`config.mk`:
```
export PLATFORM = sky130hd
export DESIGN_NAME = imem_port_arbiter_flat
export DESIGN_NICKNAME = d
export VERILOG_FILES = /design/src/rtl/imem_port_arbiter_pkg.sv /design/src/rtl/imem_port_arbiter_if.sv /design/src/rtl/DFF_RST_EN_CLR.sv /design/src/rtl/imem_if_skid.sv /design/src/rtl/imem_port_arbiter.sv /design/src/flat_wrapper.sv
export SDC_FILE = /design/constraint.sdc
export NUM_CORES = 1
export LEC_CHECK = 0
export BUFFER_PORTS_ARGS = -buffer_cell sky130_fd_sc_hd__buf_2
export CORE_AREA = 2 2 106 108
export CTS_CLUSTER_DIAMETER = 150
export DETAILED_ROUTE_END_ITERATION = 7
export DIE_AREA = 0 0 108 110
export PLACE_DENSITY = 0.81
export SLEW_MARGIN = 30
export SYNTH_ARGS = -nofsm -noshare
export SYNTH_HDL_FRONTEND = slang
export SYNTH_SLANG_ARGS = --single-unit
```
`constraint.sdc`:
```
create_clock -name clk_sys -period 4.35 [get_ports clk_sys]
set_input_delay 0.87 -clock clk_sys [delete_from_list [all_inputs] [get_ports clk_sys]]
set_output_delay 0.87 -clock clk_sys [all_outputs]
set_load 0.01 [all_outputs]
```
`src/rtl/imem_port_arbiter_pkg.sv`:
```
// Shared types and constants for the imem port arbiter.
// Response-owner encoding plus width/starvation defaults.
package imem_port_arbiter_pkg;

  localparam int DATA_W_C       = 32;
  localparam int STARVE_MAX_DEF = 4;

  typedef enum logic [1:0] {
    OWN_NONE  = 2'd0,
    OWN_IF    = 2'd1,
    OWN_LS_RD = 2'd2,
    OWN_LS_WR = 2'd3
  } rsp_own_e;

endpackage

```
`src/rtl/imem_port_arbiter_if.sv`:
```
// IF / LS / SRAM signal bundle of the imem port arbiter.
// slave = arbiter side, master = requesters and memory.
interface imem_port_arbiter_if #(
  parameter int ADDR_W = 32,
  parameter int DATA_W = 32
);
  logic              i_if_req;
  logic [ADDR_W-1:0] i_if_addr;
  logic              i_if_flush;
  logic              i_if_hold;
  logic              o_if_gnt;
  logic              o_if_rvalid;
  logic [DATA_W-1:0] o_if_rdata;
  logic              o_stall_f;
  logic              i_ls_req;
  logic              i_ls_we;
  logic [3:0]        i_ls_wstrb;
  logic [ADDR_W-1:0] i_ls_addr;
  logic [DATA_W-1:0] i_ls_wdata;
  logic              o_ls_gnt;
  logic              o_ls_rvalid;
  logic [DATA_W-1:0] o_ls_rdata;
  logic              o_mem_en;
  logic [3:0]        o_mem_we;
  logic [ADDR_W-1:0] o_mem_addr;
  logic [DATA_W-1:0] o_mem_wdata;
  logic [DATA_W-1:0] i_mem_rdata;

  modport slave (
    input  i_if_req, i_if_addr, i_if_flush, i_if_hold,
    input  i_ls_req, i_ls_we, i_ls_wstrb, i_ls_addr,
    input  i_ls_wdata, i_mem_rdata,
    output o_if_gnt, o_if_rvalid, o_if_rdata, o_stall_f,
    output o_ls_gnt, o_ls_rvalid, o_ls_rdata,
    output o_mem_en, o_mem_we, o_mem_addr, o_mem_wdata
  );

  modport master (
    output i_if_req, i_if_addr, i_if_flush, i_if_hold,
    output i_ls_req, i_ls_we, i_ls_wstrb, i_ls_addr,
    output i_ls_wdata, i_mem_rdata,
    input  o_if_gnt, o_if_rvalid, o_if_rdata, o_stall_f,
    input  o_ls_gnt, o_ls_rvalid, o_ls_rdata,
    input  o_mem_en, o_mem_we, o_mem_addr, o_mem_wdata
  );

endinterface

```
`src/rtl/DFF_RST_EN_CLR.sv`:
```
// Register primitive: sync active-low reset, clear, enable.
// clr has priority over en.
module DFF_RST_EN_CLR #(
  parameter int           W       = 1,
  parameter logic [W-1:0] RST_VAL = '0
) (
  input  logic         clk,
  input  logic         rst_n,
  input  logic         en,
  input  logic         clr,
  input  logic [W-1:0] d,
  output logic [W-1:0] q
);

  // state update: reset, then clear, then load
  always_ff @(posedge clk) begin
    if (!rst_n)   q <= RST_VAL;
    else if (clr) q <= '0;
    else if (en)  q <= d;
  end

endmodule

```
`src/rtl/imem_if_skid.sv`:
```
// IF return path: instruction hold register plus a
// 1-entry skid that parks a response arriving under hold.
module imem_if_skid #(
  parameter int DATA_W = 32
) (
  input  logic              clk,
  input  logic              rst_n,
  input  logic              rsp_valid,
  input  logic [DATA_W-1:0] rsp_data,
  input  logic              hold,
  output logic [DATA_W-1:0] rdata,
  output logic              rvalid,
  output logic              busy
);

  logic              full_q;
  logic [DATA_W-1:0] skid_q;
  logic [DATA_W-1:0] data_q;
  logic              present;
  logic              direct;
  logic              stash;
  logic [DATA_W-1:0] load_d;

  assign present = rst_n & full_q & ~hold;
  assign direct  = rsp_valid & ~hold;
  assign stash   = rsp_valid & hold;
  assign rvalid  = present | direct;
  assign load_d  = present ? skid_q : rsp_data;
  assign rdata   = rvalid ? load_d : data_q;
  // a response landing under hold fills the skid next edge
  assign busy    = full_q | stash;

  DFF_RST_EN_CLR #(.W(1)) u_full (
    .clk(clk), .rst_n(rst_n), .en(stash), .clr(present),
    .d(1'b1), .q(full_q)
  );

  DFF_RST_EN_CLR #(.W(DATA_W)) u_skid (
    .clk(clk), .rst_n(rst_n), .en(stash), .clr(1'b0),
    .d(rsp_data), .q(skid_q)
  );

  DFF_RST_EN_CLR #(.W(DATA_W)) u_data (
    .clk(clk), .rst_n(rst_n), .en(rvalid), .clr(1'b0),
    .d(load_d), .q(data_q)
  );

endmodule

```
`src/rtl/imem_port_arbiter.sv`:
```
// Single-port SRAM arbiter between instruction fetch and
// load/store, with starvation guard and response routing.
module imem_port_arbiter
  import imem_port_arbiter_pkg::*;
#(
  parameter int ADDR_W     = 32,
  parameter int DATA_W     = DATA_W_C,
  parameter int STARVE_MAX = STARVE_MAX_DEF
) (
  input  logic                clk_sys,
  input  logic                rst_sys,
  imem_port_arbiter_if.slave  bus
);

  rsp_own_e          own_q;
  rsp_own_e          own_d;
  logic [1:0]        own_raw;
  logic [3:0]        starve_q;
  logic              starve_hit;
  logic              if_busy;
  logic              if_ok;
  logic              if_gnt;
  logic              ls_gnt;
  logic              if_rsp;
  logic              ls_rd;
  logic [ADDR_W-1:0] gnt_addr;

  assign starve_hit = starve_q == 4'(STARVE_MAX);
  assign if_ok  = rst_sys & bus.i_if_req & ~if_busy;
  assign if_gnt = if_ok & (~bus.i_ls_req | starve_hit);
  assign ls_gnt = rst_sys & bus.i_ls_req & ~if_gnt;

  assign bus.o_if_gnt  = if_gnt;
  assign bus.o_ls_gnt  = ls_gnt;
  assign bus.o_stall_f = bus.i_if_req & ~if_gnt;

  // memory request is a copy of the winning port
  always_comb begin
    gnt_addr          = '0;
    bus.o_mem_we      = 4'h0;
    bus.o_mem_wdata   = '0;
    if (ls_gnt) begin
      gnt_addr        = bus.i_ls_addr;
      bus.o_mem_wdata = bus.i_ls_wdata;
      if (bus.i_ls_we) bus.o_mem_we = bus.i_ls_wstrb;
    end else if (if_gnt) begin
      gnt_addr        = bus.i_if_addr;
    end
  end

  assign bus.o_mem_en   = if_gnt | ls_gnt;
  assign bus.o_mem_addr = gnt_addr & ~ADDR_W'(3);

  // next response owner from this cycle's grant
  always_comb begin
    own_d = OWN_NONE;
    unique case (1'b1)
      if_gnt:  own_d = bus.i_if_flush ? OWN_NONE : OWN_IF;
      ls_gnt:  own_d = bus.i_ls_we ? OWN_LS_WR : OWN_LS_RD;
      default: own_d = OWN_NONE;
    endcase
  end

  DFF_RST_EN_CLR #(.W(2)) u_own (
    .clk(clk_sys), .rst_n(rst_sys), .en(1'b1), .clr(1'b0),
    .d(own_d), .q(own_raw)
  );

  assign own_q = rsp_own_e'(own_raw);

  DFF_RST_EN_CLR #(.W(4)) u_starve (
    .clk(clk_sys), .rst_n(rst_sys),
    .en(ls_gnt & ~starve_hit),
    .clr(if_gnt | ~bus.i_if_req),
    .d(starve_q + 4'd1), .q(starve_q)
  );

  assign if_rsp = rst_sys & (own_q == OWN_IF) & ~bus.i_if_flush;
  assign ls_rd  = rst_sys & (own_q == OWN_LS_RD);

  assign bus.o_ls_rvalid = ls_rd |
                           (rst_sys & (own_q == OWN_LS_WR));
  assign bus.o_ls_rdata  = ls_rd ? bus.i_mem_rdata : '0;

  imem_if_skid #(.DATA_W(DATA_W)) u_skid (
    .clk       (clk_sys),
    .rst_n     (rst_sys),
    .rsp_valid (if_rsp),
    .rsp_data  (bus.i_mem_rdata),
    .hold      (bus.i_if_hold),
    .rdata     (bus.o_if_rdata),
    .rvalid    (bus.o_if_rvalid),
    .busy      (if_busy)
  );

endmodule

```
`src/flat_wrapper.sv`:
```
// flat-port wrapper written by rule: the top's interface ports become plain ports
module imem_port_arbiter_flat import imem_port_arbiter_pkg::*;
#(
  parameter int ADDR_W     = 32,
  parameter int DATA_W     = DATA_W_C,
  parameter int STARVE_MAX = STARVE_MAX_DEF
)
  (clk_sys, rst_sys, bus_i_if_req, bus_i_if_addr, bus_i_if_flush, bus_i_if_hold, bus_i_ls_req, bus_i_ls_we, bus_i_ls_wstrb, bus_i_ls_addr, bus_i_ls_wdata, bus_i_mem_rdata, bus_o_if_gnt, bus_o_if_rvalid, bus_o_if_rdata, bus_o_stall_f, bus_o_ls_gnt, bus_o_ls_rvalid, bus_o_ls_rdata, bus_o_mem_en, bus_o_mem_we, bus_o_mem_addr, bus_o_mem_wdata);
  imem_port_arbiter_if #(.ADDR_W(ADDR_W), .DATA_W(DATA_W)) bus_i ();
  input  logic clk_sys;
  input  logic rst_sys;
  input wire logic [$bits(bus_i.i_if_req)-1:0] bus_i_if_req;
  input wire logic [$bits(bus_i.i_if_addr)-1:0] bus_i_if_addr;
  input wire logic [$bits(bus_i.i_if_flush)-1:0] bus_i_if_flush;
  input wire logic [$bits(bus_i.i_if_hold)-1:0] bus_i_if_hold;
  input wire logic [$bits(bus_i.i_ls_req)-1:0] bus_i_ls_req;
  input wire logic [$bits(bus_i.i_ls_we)-1:0] bus_i_ls_we;
  input wire logic [$bits(bus_i.i_ls_wstrb)-1:0] bus_i_ls_wstrb;
  input wire logic [$bits(bus_i.i_ls_addr)-1:0] bus_i_ls_addr;
  input wire logic [$bits(bus_i.i_ls_wdata)-1:0] bus_i_ls_wdata;
  input wire logic [$bits(bus_i.i_mem_rdata)-1:0] bus_i_mem_rdata;
  output wire logic [$bits(bus_i.o_if_gnt)-1:0] bus_o_if_gnt;
  output wire logic [$bits(bus_i.o_if_rvalid)-1:0] bus_o_if_rvalid;
  output wire logic [$bits(bus_i.o_if_rdata)-1:0] bus_o_if_rdata;
  output wire logic [$bits(bus_i.o_stall_f)-1:0] bus_o_stall_f;
  output wire logic [$bits(bus_i.o_ls_gnt)-1:0] bus_o_ls_gnt;
  output wire logic [$bits(bus_i.o_ls_rvalid)-1:0] bus_o_ls_rvalid;
  output wire logic [$bits(bus_i.o_ls_rdata)-1:0] bus_o_ls_rdata;
  output wire logic [$bits(bus_i.o_mem_en)-1:0] bus_o_mem_en;
  output wire logic [$bits(bus_i.o_mem_we)-1:0] bus_o_mem_we;
  output wire logic [$bits(bus_i.o_mem_addr)-1:0] bus_o_mem_addr;
  output wire logic [$bits(bus_i.o_mem_wdata)-1:0] bus_o_mem_wdata;
  assign bus_i.i_if_req = bus_i_if_req;
  assign bus_i.i_if_addr = bus_i_if_addr;
  assign bus_i.i_if_flush = bus_i_if_flush;
  assign bus_i.i_if_hold = bus_i_if_hold;
  assign bus_i.i_ls_req = bus_i_ls_req;
  assign bus_i.i_ls_we = bus_i_ls_we;
  assign bus_i.i_ls_wstrb = bus_i_ls_wstrb;
  assign bus_i.i_ls_addr = bus_i_ls_addr;
  assign bus_i.i_ls_wdata = bus_i_ls_wdata;
  assign bus_i.i_mem_rdata = bus_i_mem_rdata;
  assign bus_o_if_gnt = bus_i.o_if_gnt;
  assign bus_o_if_rvalid = bus_i.o_if_rvalid;
  assign bus_o_if_rdata = bus_i.o_if_rdata;
  assign bus_o_stall_f = bus_i.o_stall_f;
  assign bus_o_ls_gnt = bus_i.o_ls_gnt;
  assign bus_o_ls_rvalid = bus_i.o_ls_rvalid;
  assign bus_o_ls_rdata = bus_i.o_ls_rdata;
  assign bus_o_mem_en = bus_i.o_mem_en;
  assign bus_o_mem_we = bus_i.o_mem_we;
  assign bus_o_mem_addr = bus_i.o_mem_addr;
  assign bus_o_mem_wdata = bus_i.o_mem_wdata;
  imem_port_arbiter #(.ADDR_W(ADDR_W), .DATA_W(DATA_W), .STARVE_MAX(STARVE_MAX)) u_core (.clk_sys(clk_sys), .rst_sys(rst_sys), .bus(bus_i));
endmodule
```
After elaboration in Yosys (flattened, before gate mapping)
Cells that the tools add are included.

Memory bits (writable): 0. Latch bits: 0. Output and inout bits: 138. Bits in read-only memories: 0. Memories: 0. Register bits: 71.

Div/mod/pow operators: 0. Multiplexer cells: 11. $lt $le $gt $ge: 0. Bitwise gates (word level): 29. Reduce and logical (&&, ||, !) cells: 2. Add/subtract/negate cells: 1. Equal/unequal tests: 4. $mul: 0. Shift operators: 0.

Operators by type and width (number): $mux W32 (6); $and A1 B1 Y1 (15); $mux W4 (2); $not A1 Y1 (8); $or A1 B1 Y1 (6); $add A4 B1 Y4 const B (1); $eq A2 B2 Y1 const B (2); $eq A4 B3 Y1 const B (1); $pmux W2 S2 (1); $reduce_or A2 Y1 (2); $eq A2 B1 Y1 const B (1); $mux W1 (2).

Longest topological paths before layout
Gate-level depths: netlist (run 1).

Word-level depth: 11. Mapped depth: 6.

By module
From an unflattened synthesis (run 1), not the netlist that was laid out.

Cell total of the unflattened synthesis: 552. Area, all modules: 5023.6 um2.

Modules (own cells, without submodules): DFF_RST_EN_CLR at u_core.u_skid.u_data ... (seq. area each 640.6 um2, cells each 104, instances 2, area an instance 1173.6 um2); imem_if_skid (seq. area each 0.0 um2, cells each 183, instances 1, area an instance 1482.7 um2); imem_port_arbiter (seq. area each 0.0 um2, cells each 137, instances 1, area an instance 930.9 um2); DFF_RST_EN_CLR at u_core.u_starve (seq. area each 80.1 um2, cells each 14, instances 1, area an instance 146.4 um2); DFF_RST_EN_CLR at u_core.u_own (seq. area each 40.0 um2, cells each 7, instances 1, area an instance 73.8 um2); DFF_RST_EN_CLR at u_core.u_skid.u_full (seq. area each 20.0 um2, cells each 3, instances 1, area an instance 42.5 um2).

Least setup slack after synthesis (run 1)
OpenSTA, ideal clock, no wires.

Kind: input -> output. From: input port bus_i_if_hold. To: output port bus_o_mem_addr[24]. Stages on the path: 5. Arrival: 2005 ps. Buffers on the path: 2. Path slack: 1475 ps. Cells stage by stage: and2_1 > buf_6 > a2111oi_4 > buf_6 > o22ai_1.

Longest elaborated chain between the ends: 8. Elaborated cells between the ends (all ways): 9. Classes of those cells: 2 x mux; 7 x bitwise.

RTL lines: from (decl) (line flat_wrapper.sv:15) `input wire logic [$bits(bus_i.i_if_hold)-1:0] bus_i_if_hold;`; $and A1 B1 Y1 (*) (line imem_if_skid.sv:26) `assign stash = rsp_valid & hold;`; $or A1 B1 Y1 (*) (line imem_if_skid.sv:31) `assign busy = full_q | stash;`; $not A1 Y1 (*) (line imem_port_arbiter.sv:29) `assign if_ok = rst_sys & bus.i_if_req & ~if_busy;`; $and A1 B1 Y1 (*) (line imem_port_arbiter.sv:29); $and A1 B1 Y1 (*) (line imem_port_arbiter.sv:30) `assign if_gnt = if_ok & (~bus.i_ls_req | starve_hit);`; $not A1 Y1 (line imem_port_arbiter.sv:31) `assign ls_gnt = rst_sys & bus.i_ls_req & ~if_gnt;`; $and A1 B1 Y1 (line imem_port_arbiter.sv:31); $mux W32 (*) (line imem_port_arbiter.sv:42) `if (ls_gnt) begin`; to (decl) (line flat_wrapper.sv:31) `output wire logic [$bits(bus_i.o_mem_addr)-1:0] bus_o_mem_addr;`.

Mark *: on every way between the ends. The rest lies on a longest branch, timed or not.

Final worst setup path (run 1)
From: input port rst_sys. To: output port bus_o_mem_wdata[0].

Longest elaborated chain between the ends: 10. Elaborated cells between the ends (all ways): 12. Classes of those cells: 1 x mux; 11 x bitwise.

RTL lines: from (decl) (line flat_wrapper.sv:11) `input logic rst_sys;`; $and A1 B1 Y1 (2 in series) (line imem_port_arbiter.sv:78) `assign if_rsp = rst_sys & (own_q == OWN_IF) & ~bus.i_if_flush;`; $and A1 B1 Y1 (line imem_if_skid.sv:26); $or A1 B1 Y1 (line imem_if_skid.sv:31); $not A1 Y1 (line imem_port_arbiter.sv:29); $and A1 B1 Y1 (line imem_port_arbiter.sv:29); $and A1 B1 Y1 (line imem_port_arbiter.sv:30); $not A1 Y1 (line imem_port_arbiter.sv:31); $and A1 B1 Y1 (*) (line imem_port_arbiter.sv:31); $mux W32 (*) (line imem_port_arbiter.sv:42); to (decl) (line flat_wrapper.sv:32) `output wire logic [$bits(bus_i.o_mem_wdata)-1:0] bus_o_mem_wdata;`.

Marked as above.

==> reports/results.tsv, run 1 <==
stage	metric	value	unit
logic_synthesis	simple-gate area share of the yosys netlist	31.8	%
logic_synthesis	number of synthesized register bits	71	
logic_synthesis	library cells used by synthesis	38	
timing	relative slew slack	48.2	%
hold_path	Cells on Worst Hold Path	2	
logic_synthesis	area share of the largest cell type after synthesis	29.7	%
timing	clock skew	0.0137	ns
detailed_routing	average via count per standard cell	5.49	
timing	sum of negative setup slack	0	ns
logic_synthesis	list of most frequent post-synthesis cells	sky130_fd_sc_hd__nand2_1 (96), sky130_fd_sc_hd__dfxtp_1 (71), sky130_fd_sc_hd__a21boi_0 (64)	
logic_synthesis	share of synthesized area occupied by flip-flops and latches	29.7	%
global_routing	global routing usage on met2	43.8	%
finish	share of layout cells above drive strength 1	35.8	%
global_routing	largest net degree at the start of global routing	48	
cts	source-to-sink clock delay at the later pin of the worst-skew pair	0.33	ns
worst_setup_path	type of the worst setup path	input port to primary output	
detailed_routing	count of unresolved DRC violations after routing	0	
floorplan	placeable core region	0.0107	mm²
logic_synthesis	area share of fa/ha/maj cells after synthesis	0.523	%
power	leakage power of the design	3.15	nW
logic_synthesis	library cell occupying the most area in the post-synthesis netlist	sky130_fd_sc_hd__dfxtp_1	
finish	finished layout cell area	0.00630	mm²
logic_synthesis	number of enable-type register cells in the synthesized netlist	0	
timing	actual slew at the worst max-slew pin	0.776	ns
worst_setup_path	worst reg-to-reg path cell count	4	
global_routing	overall fraction of global-route tracks in use	26.0	%
detailed_routing	DR pass1 iterations	5	
logic_synthesis	Area contributors post-synth	sky130_fd_sc_hd__dfxtp_1 (30%), sky130_fd_sc_hd__a21boi_0 (10%), sky130_fd_sc_hd__nor2b_1 (8.0%)	
timing	min cycle time layout	3.51	ns
timing	Peak Freq	0.285	GHz
finish	fin nets	1004	
hold_path	end point of the worst hold path	u_core.u_skid.u_skid.q[20]	
floorplan	number of rows created at floorplan	38	
worst_setup_path	critical register-to-register path startpoint	u_core.u_skid.u_full.q	
finish	area growth from synthesis to final layout	31.5	%
timing	hold slack final	0.481	ns
global_routing	first-pass GRT wire length	24.2	mm
global_routing	most crowded layer after global routing	met2	
timing	unrepaired setup endpoints after global routing	no	
flow_run	reported max-cap violation count	0	
detailed_routing	initial DRC count	421	
hold_path	startpoint of the lowest-slack hold path	u_core.u_skid.u_skid.q[20]	
worst_setup_path	top fanout value on the critical path	32	
floorplan	die outline height	110	µm
cts	clock slew at the register clock pins of the worst setup and hold paths	0.07	ns
logic_synthesis	compound-cell area share of the yosys netlist	30.7	%
logic_synthesis	XOR/XNOR Fraction of Synth Area	0	%
logic_synthesis	portion of netlist area occupied by mux cells	0	%
outcome	result of the run	finished clean	
timing	fin. max-slew vios	0	
worst_setup_path	endpoint of the most critical register-to-register path	u_core.u_skid.u_data.q[16]	
logic_synthesis	average size of a mapped cell	7.51	µm²
cts	count of instances resized after the clock tree is built	0	
placed_design	Final GP Congestion	0.833	
cts	number of buffers inserted by hold repair at cts	0	
logic_synthesis	fraction of registers with async set or reset after synthesis	0	%
floorplan	I/O pin count	277	
logic_synthesis	cell area after synthesis	0.00479	mm²
cts	CTS Sinks	71	
logic_synthesis	most instantiated flip-flop cell in the synthesis netlist	sky130_fd_sc_hd__dfxtp_1	
worst_setup_path	r2r setup slk	2.34	ns
floorplan	initial standard-cell utilization of the core	44.8	%
global_routing	global routing usage on met1	33.9	%
detailed_routing	Detailed Route WL	16.5	mm
timing	total count of hold-check failures in the final report	0	
power	maximum VDD drop	117	µV
cts	setup fix buffers added after clock tree synthesis	0	
global_routing	initial antenna violation count	1	
cts	clock tree from TritonCTS	built	
detailed_routing	WL per Instance	16.3	µm
worst_setup_path	CP Launch Type	input port	
cts	Longest Clk Path Bufs	2	
logic_synthesis	Syn. warnings	0	
global_routing	total congestion overflow	0	
logic_synthesis	dominant combinational cell family by area after synthesis	simple AND/OR/NAND/NOR gates	
timing	final cycle utilization of the critical path	80.7	%
placed_design	half-perimeter wire length after detailed placement	11.9	mm
worst_setup_path	signal arrival time at the worst endpoint	2.64	ns
floorplan	die area	0.0119	mm²
global_routing	vias in the first global route	4725	
cts	root buffer cell	sky130_fd_sc_hd__clkbuf_8	
hold_path	worst min-delay path category	flip-flop to flip-flop	
worst_setup_path	worst endpoint required time	3.48	ns
timing	endpoints failing setup	0	
placed_design	Placed Instance Area	0.00611	mm²
detailed_routing	number of routed nets with antenna violations	0	
power	total power density per cell area	239	mW/mm²
logic_synthesis	most repeated cell in the gate-level netlist after synthesis	sky130_fd_sc_hd__nand2_1	
floorplan	die width	108	µm
detailed_routing	total via count in the routed design	5531	
worst_setup_path	endpoint class of the critical path	primary output	
placed_design	count of buffers from port buffering	270	
cts	TritonCTS buffer count	9	
global_routing	Global Route met3 Usage	3.35	%
finish	filler instances	1074	
cts	H-tree levels	3	
logic_synthesis	Synth Instances	638	
## per-stage QoR
step	cells	setup WS, ns	utilization [%]	total power (W)
2_1_floorplan	639	1.47	-	0.000872
4_1_cts	1007	0.831	58.8	0.00152
6_report	1008	0.839	58.9	0.00151
5_1_grt	1008	0.681	58.9	0.00158
3_3_place_gp	992	0.854	57.1	0.00103
3_5_place_dp	992	0.838	57.1	0.00103
## placed cells by master (no fill, tap or decap), types with 2 or more instances in the layout
cell type / synthesis / final
sky130_fd_sc_hd__nor3b_1: 4 / 4
sky130_fd_sc_hd__clkbuf_8: 0 / 12
sky130_fd_sc_hd__o22ai_1: 30 / 30
sky130_fd_sc_hd__conb_1: 1 / 2
sky130_fd_sc_hd__buf_4: 4 / 15
sky130_fd_sc_hd__a21oi_1: 2 / 2
sky130_fd_sc_hd__nand2_1: 96 / 95
sky130_fd_sc_hd__a22oi_1: 32 / 32
sky130_fd_sc_hd__ha_1: 2 / 2
sky130_fd_sc_hd__dfxtp_1: 71 / 70
sky130_fd_sc_hd__nand3_1: 35 / 35
sky130_fd_sc_hd__nor2_1: 7 / 7
sky130_fd_sc_hd__buf_2: 15 / 270
sky130_fd_sc_hd__nor2b_1: 61 / 59
sky130_fd_sc_hd__a21boi_0: 64 / 64
sky130_fd_sc_hd__o21ai_0: 36 / 36
sky130_fd_sc_hd__a211oi_1: 3 / 3
sky130_fd_sc_hd__and3b_1: 2 / 2
sky130_fd_sc_hd__nor2b_2: 0 / 2
sky130_fd_sc_hd__and2_1: 36 / 34
sky130_fd_sc_hd__inv_1: 3 / 3
sky130_fd_sc_hd__and3_1: 32 / 32
sky130_fd_sc_hd__and2_2: 0 / 2
sky130_fd_sc_hd__a32oi_1: 32 / 32
sky130_fd_sc_hd__clkinv_2: 0 / 2
sky130_fd_sc_hd__and2b_1: 5 / 5
## final cells by class
| type | instances | area, µm² | share of cell area [%] |
|---|---|---|---|
| flip-flops and latches | 71 | 1420 | 22.6 |
| clock inverters | 3 | 17.5 | 0.278 |
| repair buffers | 285 | 1460 | 23.2 |
| inverters | 3 | 11.3 | 0.179 |
| clock buffers | 12 | 165 | 2.62 |
| multi-input cells | 493 | 3040 | 48.3 |
| well taps | 140 | 175 | 2.78 |
| diodes | 1 | 2.50 | 0.0397 |
## state kept, by name, indices dropped and copies added (netlist names)
register and flops:
u_core.u_skid.u_data.q 32, u_core.u_skid.u_skid.q 32, u_core.u_starve.q 4, u_core.u_own.q 2, u_core.u_skid.u_full.q 1
## per-layer routing
metal  up-vias  wire length (µm)
met1      2537              6810
met2       249              8220
met3        21              1130
met5         -                 0
met4         0               302
li1       2724                 -
## report_power, final
group	internal [W]	leakage, nW	switching [W]
Sequential	0.000664	0.574	0.00000766
Clock	0.000249	0.0943	0.000242
Combinational	0.000151	2.49	0.000194
Total	0.00106	3.15	0.000444
## cell families (layout without fill, tap and decap cells)
logic type,after synthesis,count (layout)
DFF,71,71
AOI/OAI and AO/OA,204,204
adders and majority gates,2,2
and+or+nand+nor,285,285
buffers and inverters,75,303
other,1,3
## critical path: stages
cell and delay, ns:
sky130_fd_sc_hd__buf_2 0.35, sky130_fd_sc_hd__and2_1 0.33, sky130_fd_sc_hd__a2111o_1 0.65, sky130_fd_sc_hd__and3_1 0.24
sky130_fd_sc_hd__buf_2 0.18
## worst max path at each step
| stage | end | slack [ns] | cells after the start | startpoint |
|---|---|---|---|---|
| floorplan | bus_o_mem_addr[24] | 1.47 | 5 | bus_i_if_hold |
| global placement | bus_o_mem_wdata[19] | 0.85 | 5 | rst_sys |
| detailed placement | bus_o_mem_wdata[19] | 0.84 | 5 | rst_sys |
| CTS | bus_o_mem_wdata[19] | 0.83 | 5 | rst_sys |
| global route | bus_o_mem_we[3] | 0.68 | 5 | rst_sys |
| finish | bus_o_mem_wdata[0] | 0.84 | 5 | rst_sys |
Power figures use the tool's default switching activity.
==> inputs of run 2 (changes only) <==
--- a/config.mk
+++ b/config.mk
@@ -6,11 +6,11 @@
 export NUM_CORES = 1
 export LEC_CHECK = 0
 export BUFFER_PORTS_ARGS = -buffer_cell sky130_fd_sc_hd__buf_2
-export CORE_AREA = 2 2 106 108
+export CORE_AREA = 2 2 107 109
 export CTS_CLUSTER_DIAMETER = 150
 export DETAILED_ROUTE_END_ITERATION = 7
-export DIE_AREA = 0 0 108 110
-export PLACE_DENSITY = 0.81
+export DIE_AREA = 0 0 109 111
+export PLACE_DENSITY = 0.8
 export SLEW_MARGIN = 30
 export SYNTH_ARGS = -nofsm -noshare
 export SYNTH_HDL_FRONTEND = slang
==> constraint.sdc (replaced) <==
create_clock -name clk_sys -period 3.5 [get_ports clk_sys]
set_input_delay 0.7 -clock clk_sys [delete_from_list [all_inputs] [get_ports clk_sys]]
set_output_delay 0.7 -clock clk_sys [all_outputs]
set_load 0.01 [all_outputs]
==> run 2 against run 1 <==
  * Worst hold slack worse by 0.0027 ns
  * Critical path depth did not move
  * Clock skew down 0.0041 ns
  * Die area up 1.8%
  * Register-to-register slack got worse by 0.67 ns
  * Global-route usage shrank 0.29 points
  * Count of clock-buffer cells in the layout shrank 2
  * Routed wire length decreased by 1.7%
  * Cell area rose by 3.3%
==> reports/results.tsv, run 2 (synthesis gave the netlist of run 1 again) <==
stage	metric	value	unit
outcome	result of the run	finished clean	
timing	final cycle utilization of the critical path	88.4	%
finish	most common cell after layout, fill and taps aside	sky130_fd_sc_hd__buf_2	
worst_setup_path	type of the worst setup path	input port to primary output	
placed_design	post-placement worst setup slack	0.430	ns
placed_design	half-perimeter wire length after detailed placement	11.3	mm
global_routing	global routing usage on met2	40.7	%
flow_run	reported max-cap violation count	0	
worst_setup_path	endpoint class of the critical path	primary output	
timing	clock skew	0.00957	ns
finish	n_diodes	0	
timing	worst setup slack after layout	0.405	ns
detailed_routing	average via count per standard cell	5.46	
worst_setup_path	worst reg-to-reg path cell count	5	
placed_design	count of buffers from port buffering	270	
floorplan	initial standard-cell utilization of the core	43.2	%
cts	H-tree levels	3	
floorplan	number of rows created at floorplan	39	
timing	fin. max-slew vios	0	
timing	unrepaired setup endpoints after global routing	no	
cts	root buffer cell	sky130_fd_sc_hd__clkbuf_16	
timing	total count of hold-check failures in the final report	0	
global_routing	initial antenna violation count	1	
floorplan	die outline height	111	µm
finish	leading cell types in the layout, fill and taps excluded	sky130_fd_sc_hd__buf_2 (270), sky130_fd_sc_hd__nand2_1 (96), sky130_fd_sc_hd__dfxtp_1 (70)	
timing	endpoints failing setup	0	
cts	setup fix buffers added after clock tree synthesis	0	
finish	filler instances	1032	
global_routing	vias in the first global route	4943	
worst_setup_path	signal arrival time at the worst endpoint	2.39	ns
worst_setup_path	Slowest Stage Delay on Critical Path	0.71	ns
detailed_routing	count of unresolved DRC violations after routing	0	
finish	fin nets	1005	
power	maximum VDD drop	229	µV
global_routing	largest net degree at the start of global routing	75	
global_routing	global routing usage on met1	34.8	%
finish	share of layout cells above drive strength 1	35.6	%
worst_setup_path	worst endpoint required time	2.80	ns
worst_setup_path	CP Launch Type	input port	
placed_design	Placed Instance Area	0.00618	mm²
worst_setup_path	ordered list of cells on the worst path	buf_2, and2_1, a2111o_1, and3_1, buf_2	
finish	Regs by FF count	u_core.u_skid.u_data.q x32, u_core.u_skid.u_skid.q x32, u_core.u_starve.q x4	
detailed_routing	DR pass1 iterations	5	
worst_setup_path	critical register-to-register path startpoint	u_core.u_starve.q[0]	
worst_setup_path	r2r setup slk	1.67	ns
cts	Longest Clk Path Bufs	2	
floorplan	die area	0.0121	mm²
cts	number of buffers inserted by hold repair at cts	0	
cts	CTS Sinks	71	
floorplan	die width	109	µm
detailed_routing	WL per Instance	16.0	µm
timing	sum of negative setup slack	0	ns
timing	Peak Freq	0.323	GHz
cts	clock slew at the register clock pins of the worst setup and hold paths	0.06	ns
cts	clock tree from TritonCTS	built	
worst_setup_path	number of buffer and inverter stages on the critical path	2	
finish	finished layout cell area	0.00650	mm²
detailed_routing	Detailed Route WL	16.2	mm
timing	hold slack final	0.479	ns
cts	source-to-sink clock delay at the later pin of the worst-skew pair	0.33	ns
floorplan	I/O pin count	277	
finish	final core utilization	58.7	%
placed_design	Final GP Congestion	0.922	
global_routing	Global Route met3 Usage	5.29	%
global_routing	most crowded layer after global routing	met2	
floorplan	placeable core region	0.0111	mm²
timing	relative slew slack	43.9	%
hold_path	Cells on Worst Hold Path	2	
global_routing	overall fraction of global-route tracks in use	25.7	%
cts	TritonCTS buffer count	9	
worst_setup_path	most common cell type on the critical path	sky130_fd_sc_hd__buf_2	
worst_setup_path	slowest stage cell on the critical path	sky130_fd_sc_hd__a2111o_1	
power	total power density per cell area	348	mW/mm²
timing	min cycle time layout	3.09	ns
detailed_routing	initial DRC count	255	
cts	count of instances resized after the clock tree is built	0	
detailed_routing	number of routed nets with antenna violations	0	
hold_path	end point of the worst hold path	u_core.u_skid.u_skid.q[23]	
hold_path	startpoint of the lowest-slack hold path	u_core.u_skid.u_skid.q[23]	
worst_setup_path	top fanout value on the critical path	32	
worst_setup_path	endpoint of the most critical register-to-register path	u_core.u_own.q[0]	
power	leakage power of the design	3.24	nW
detailed_routing	total via count in the routed design	5517	
timing	actual slew at the worst max-slew pin	0.841	ns
worst_setup_path	top cell family by delay on the critical path	compound AO/OA/AOI/OAI gates	
global_routing	first-pass GRT wire length	25.0	mm
hold_path	worst min-delay path category	flip-flop to flip-flop	
global_routing	total congestion overflow	0	
finish	area growth from synthesis to final layout	35.9	%
-- run 2: how the worst max path moves through the flow --
stage	startpoint	cells past startpoint	endpoint
after floorplan	bus_i_if_hold	5	bus_o_mem_addr[24]
after global placement	bus_i_if_hold	5	bus_o_mem_wdata[0]
after detailed placement	bus_i_if_hold	5	bus_o_mem_wdata[19]
after CTS	bus_i_if_hold	5	bus_o_mem_wdata[19]
after global routing	bus_i_if_hold	5	bus_o_mem_wdata[1]
final	bus_i_if_hold	5	bus_o_mem_wdata[14]
-- run 2: layout make-up --
type	count	area, µm²	share of cell area [%]
multi-input cells	493	3040	46.7
repair buffers	286	1530	23.6
flip-flops and latches	71	1420	21.9
clock buffers	10	239	3.67
well taps	143	179	2.75
clock inverters	5	82.6	1.27
inverters	3	11.3	0.173
-- run 2: metrics by stage --
step	power [W]	instances
2_1_floorplan	0.00108	639
3_3_place_gp	0.00128	996
4_1_cts	0.00227	1011
3_5_place_dp	0.00129	996
5_1_grt	0.00235	1011
6_report	0.00226	1011
-- run 2: worst min-delay path: cells and delay by family (launching register included) --
family             cells  cell delay (ns)
AOI/OAI and AO/OA      2             0.13
DFF                    1             0.30
-- run 2: layer usage --
layer,share of wire [%],routed length [µm],up-vias
met4,2.0,321,2
met2,46,7500,218
met3,7.2,1170,26
met1,44,7170,2541
met5,0.080,13,-
li1,-,-,2730
-- run 2: report_power, final --
| group | total [W] | internal [W] | switching [W] |
|---|---|---|---|
| Clock | 0.000991 | 0.000640 | 0.000351 |
| Sequential | 0.000835 | 0.000826 | 0.00000853 |
| Combinational | 0.000436 | 0.000193 | 0.000243 |
==> inputs of run 3 (changes only) <==
--- a/config.mk
+++ b/config.mk
@@ -10,7 +10,7 @@
 export CTS_CLUSTER_DIAMETER = 150
 export DETAILED_ROUTE_END_ITERATION = 7
 export DIE_AREA = 0 0 109 111
-export PLACE_DENSITY = 0.8
+export PLACE_DENSITY = 0.79
 export SLEW_MARGIN = 30
 export SYNTH_ARGS = -nofsm -noshare
 export SYNTH_HDL_FRONTEND = slang
==> run 3 against run 2 <==
  * Flip-flop and latch count is the same
  * Clock power decreased by 0.6%
  * Sequential power is essentially flat
  * Non-clock buffer count up 7
  * Register-to-register slack gained 0.03 ns
  * Critical endpoint is now bus_o_mem_wdata[6]
  * Highest routed layer is now met4
  * Critical path type is now flip-flop to primary output
  * Clock skew is 0.0024 ns lower
==> reports/results.tsv, run 3 (synthesis gave the netlist of run 1 again) <==
stage	metric	value	unit
outcome	result of the run	finished clean	
hold_path	end point of the worst hold path	u_core.u_skid.u_skid.q[29]	
global_routing	initial antenna violation count	1	
worst_setup_path	Slowest Stage Delay on Critical Path	0.74	ns
placed_design	post-placement worst setup slack	0.540	ns
cts	Longest Clk Path Bufs	2	
finish	area of combinational cells with multiple inputs	0.00304	mm²
worst_setup_path	top fanout value on the critical path	32	
power	total power density per cell area	346	mW/mm²
timing	fin. max-slew vios	0	
flow_run	reported max-cap violation count	0	
cts	CTS Sinks	71	
placed_design	count of buffers from port buffering	270	
worst_setup_path	signal arrival time at the worst endpoint	2.37	ns
finish	most common cell after layout, fill and taps aside	sky130_fd_sc_hd__buf_2	
global_routing	global routing usage on met1	33.7	%
detailed_routing	DR pass1 iterations	4	
floorplan	number of rows created at floorplan	39	
global_routing	total congestion overflow	0	
placed_design	Placed Instance Area	0.00620	mm²
global_routing	overall fraction of global-route tracks in use	25.8	%
timing	relative slew slack	49.1	%
floorplan	die outline height	111	µm
finish	share of layout cells above drive strength 1	36.1	%
finish	sequential cell area	0.00142	mm²
detailed_routing	number of routed nets with antenna violations	0	
worst_setup_path	top cell family by delay on the critical path	compound AO/OA/AOI/OAI gates	
floorplan	die width	109	µm
power	Sw Pwr	0.000606	W
timing	sum of negative setup slack	0	ns
worst_setup_path	type of the worst setup path	flip-flop to primary output	
power	leakage power of the design	3.25	nW
power	Internal	0.00165	W
global_routing	Global Route met3 Usage	5.88	%
hold_path	worst min-delay path category	flip-flop to flip-flop	
power	fraction of power spent switching nets	26.9	%
worst_setup_path	endpoint of the most critical register-to-register path	u_core.u_skid.u_data.q[29]	
power	maximum VDD drop	261	µV
power	combinational share of power	19.2	%
global_routing	most crowded layer after global routing	met2	
cts	setup fix buffers added after clock tree synthesis	0	
global_routing	vias in the first global route	4852	
cts	count of instances resized after the clock tree is built	0	
cts	source-to-sink clock delay at the later pin of the worst-skew pair	0.33	ns
placed_design	Final GP Congestion	0.877	
timing	actual slew at the worst max-slew pin	0.764	ns
timing	clock skew	0.00714	ns
global_routing	global routing usage on met2	42.0	%
worst_setup_path	r2r setup slk	1.70	ns
timing	Peak Freq	0.326	GHz
cts	H-tree levels	3	
global_routing	first-pass GRT wire length	24.8	mm
timing	worst setup slack after layout	0.431	ns
cts	clock tree from TritonCTS	built	
cts	number of buffers inserted by hold repair at cts	0	
finish	Regs by FF count	u_core.u_skid.u_data.q x32, u_core.u_skid.u_skid.q x32, u_core.u_starve.q x4	
cts	TritonCTS buffer count	9	
finish	area growth from synthesis to final layout	36.2	%
finish	leading cell types in the layout, fill and taps excluded	sky130_fd_sc_hd__buf_2 (270), sky130_fd_sc_hd__nand2_1 (96), sky130_fd_sc_hd__dfxtp_1 (70)	
hold_path	Cells on Worst Hold Path	2	
timing	endpoints failing setup	0	
hold_path	startpoint of the lowest-slack hold path	u_core.u_skid.u_skid.q[29]	
worst_setup_path	number of buffer and inverter stages on the critical path	2	
power	overall power consumption	0.00225	W
timing	total count of hold-check failures in the final report	0	
detailed_routing	total via count in the routed design	5505	
timing	min cycle time layout	3.07	ns
floorplan	I/O pin count	277	
detailed_routing	initial DRC count	299	
floorplan	die area	0.0121	mm²
timing	unrepaired setup endpoints after global routing	no	
detailed_routing	average via count per standard cell	5.40	
global_routing	largest net degree at the start of global routing	45	
worst_setup_path	worst reg-to-reg path cell count	4	
finish	filler instances	1005	
worst_setup_path	CP Launch Type	flip-flop	
floorplan	placeable core region	0.0111	mm²
worst_setup_path	critical register-to-register path startpoint	u_core.u_skid.u_full.q	
detailed_routing	WL per Instance	15.8	µm
floorplan	initial standard-cell utilization of the core	43.2	%
cts	root buffer cell	sky130_fd_sc_hd__clkbuf_16	
worst_setup_path	endpoint class of the critical path	primary output	
finish	fin nets	1012	
power	portion of total power attributed to sequential cells	37.1	%
detailed_routing	count of unresolved DRC violations after routing	0	
power	Clk pwr share	43.7	%
worst_setup_path	slowest stage cell on the critical path	sky130_fd_sc_hd__a2111o_1	
worst_setup_path	worst endpoint required time	2.80	ns
timing	final cycle utilization of the critical path	87.7	%
worst_setup_path	ordered list of cells on the worst path	inv_1, ha_1, nand3b_4, a2111o_1, and3_1, buf_2	
cts	clock slew at the register clock pins of the worst setup and hold paths	0.06	ns
finish	finished layout cell area	0.00652	mm²
detailed_routing	Detailed Route WL	16.1	mm
placed_design	half-perimeter wire length after detailed placement	11.5	mm
run 3: cell count changes in the layout (fill, tap and decap cells not counted), sizes merged:
cell / delta
clkinv: -2
inv: +1
clkinvlp: +2
buf: +7
diode: +1
run 3: worst max-delay path by stage:
stage	from	endpoint	cells after the start
2_1_floorplan	bus_i_if_hold	bus_o_mem_addr[24]	5
6_report	u_core.u_starve.q[0]	bus_o_mem_wdata[6]	6
4_1_cts	u_core.u_starve.q[0]	bus_o_mem_wdata[4]	6
3_3_place_gp	bus_i_if_flush	bus_o_mem_wdata[6]	5
5_1_grt	u_core.u_starve.q[0]	bus_o_mem_wdata[19]	6
3_5_place_dp	bus_i_if_flush	bus_o_mem_wdata[4]	5
run 3: final cells by class:
type | count | share of cell area (%)
clock inverter | 6 | 1.42
tap | 143 | 2.74
inverter | 3 | 0.173
multi-input combinational | 493 | 46.6
timing repair buffer | 293 | 23.7
clock buffer | 10 | 3.51
sequential | 71 | 21.8
antenna | 1 | 0.0384
run 3: power by group through the flow:
stage               Sequential [W]  Clock (W)  Combinational [W]
finish                    0.000836   0.000985           0.000433
detailed placement        0.000854          0           0.000433
CTS                       0.000836    0.00101           0.000434
global placement          0.000852          0           0.000429
global route              0.000837    0.00105           0.000473
floorplan                 0.000850          0           0.000234
run 3: routing by layer:
metal  wire length [µm]  vias to the layer above
met3               1150                       16
met2               7900                      222
li1                   -                     2752
met1               6760                     2515
met5                  0                        -
met4                330                        0
run 3: through the flow:
step | utilization (%) | hold WS [ns] | instances
3_3_place_gp | 56.0 | 0.465 | 1003
6_report | 58.9 | 0.478 | 1020
3_5_place_dp | 56.0 | 0.472 | 1003
5_1_grt | 58.9 | 0.501 | 1020
4_1_cts | 58.9 | 0.479 | 1019
2_1_floorplan | - | 0.457 | 639
run 3: worst min-delay path: cells and delay by family, from the launching register on:
family	cells	cell delay [ns]
flops	1	0.30
compound gates	2	0.13
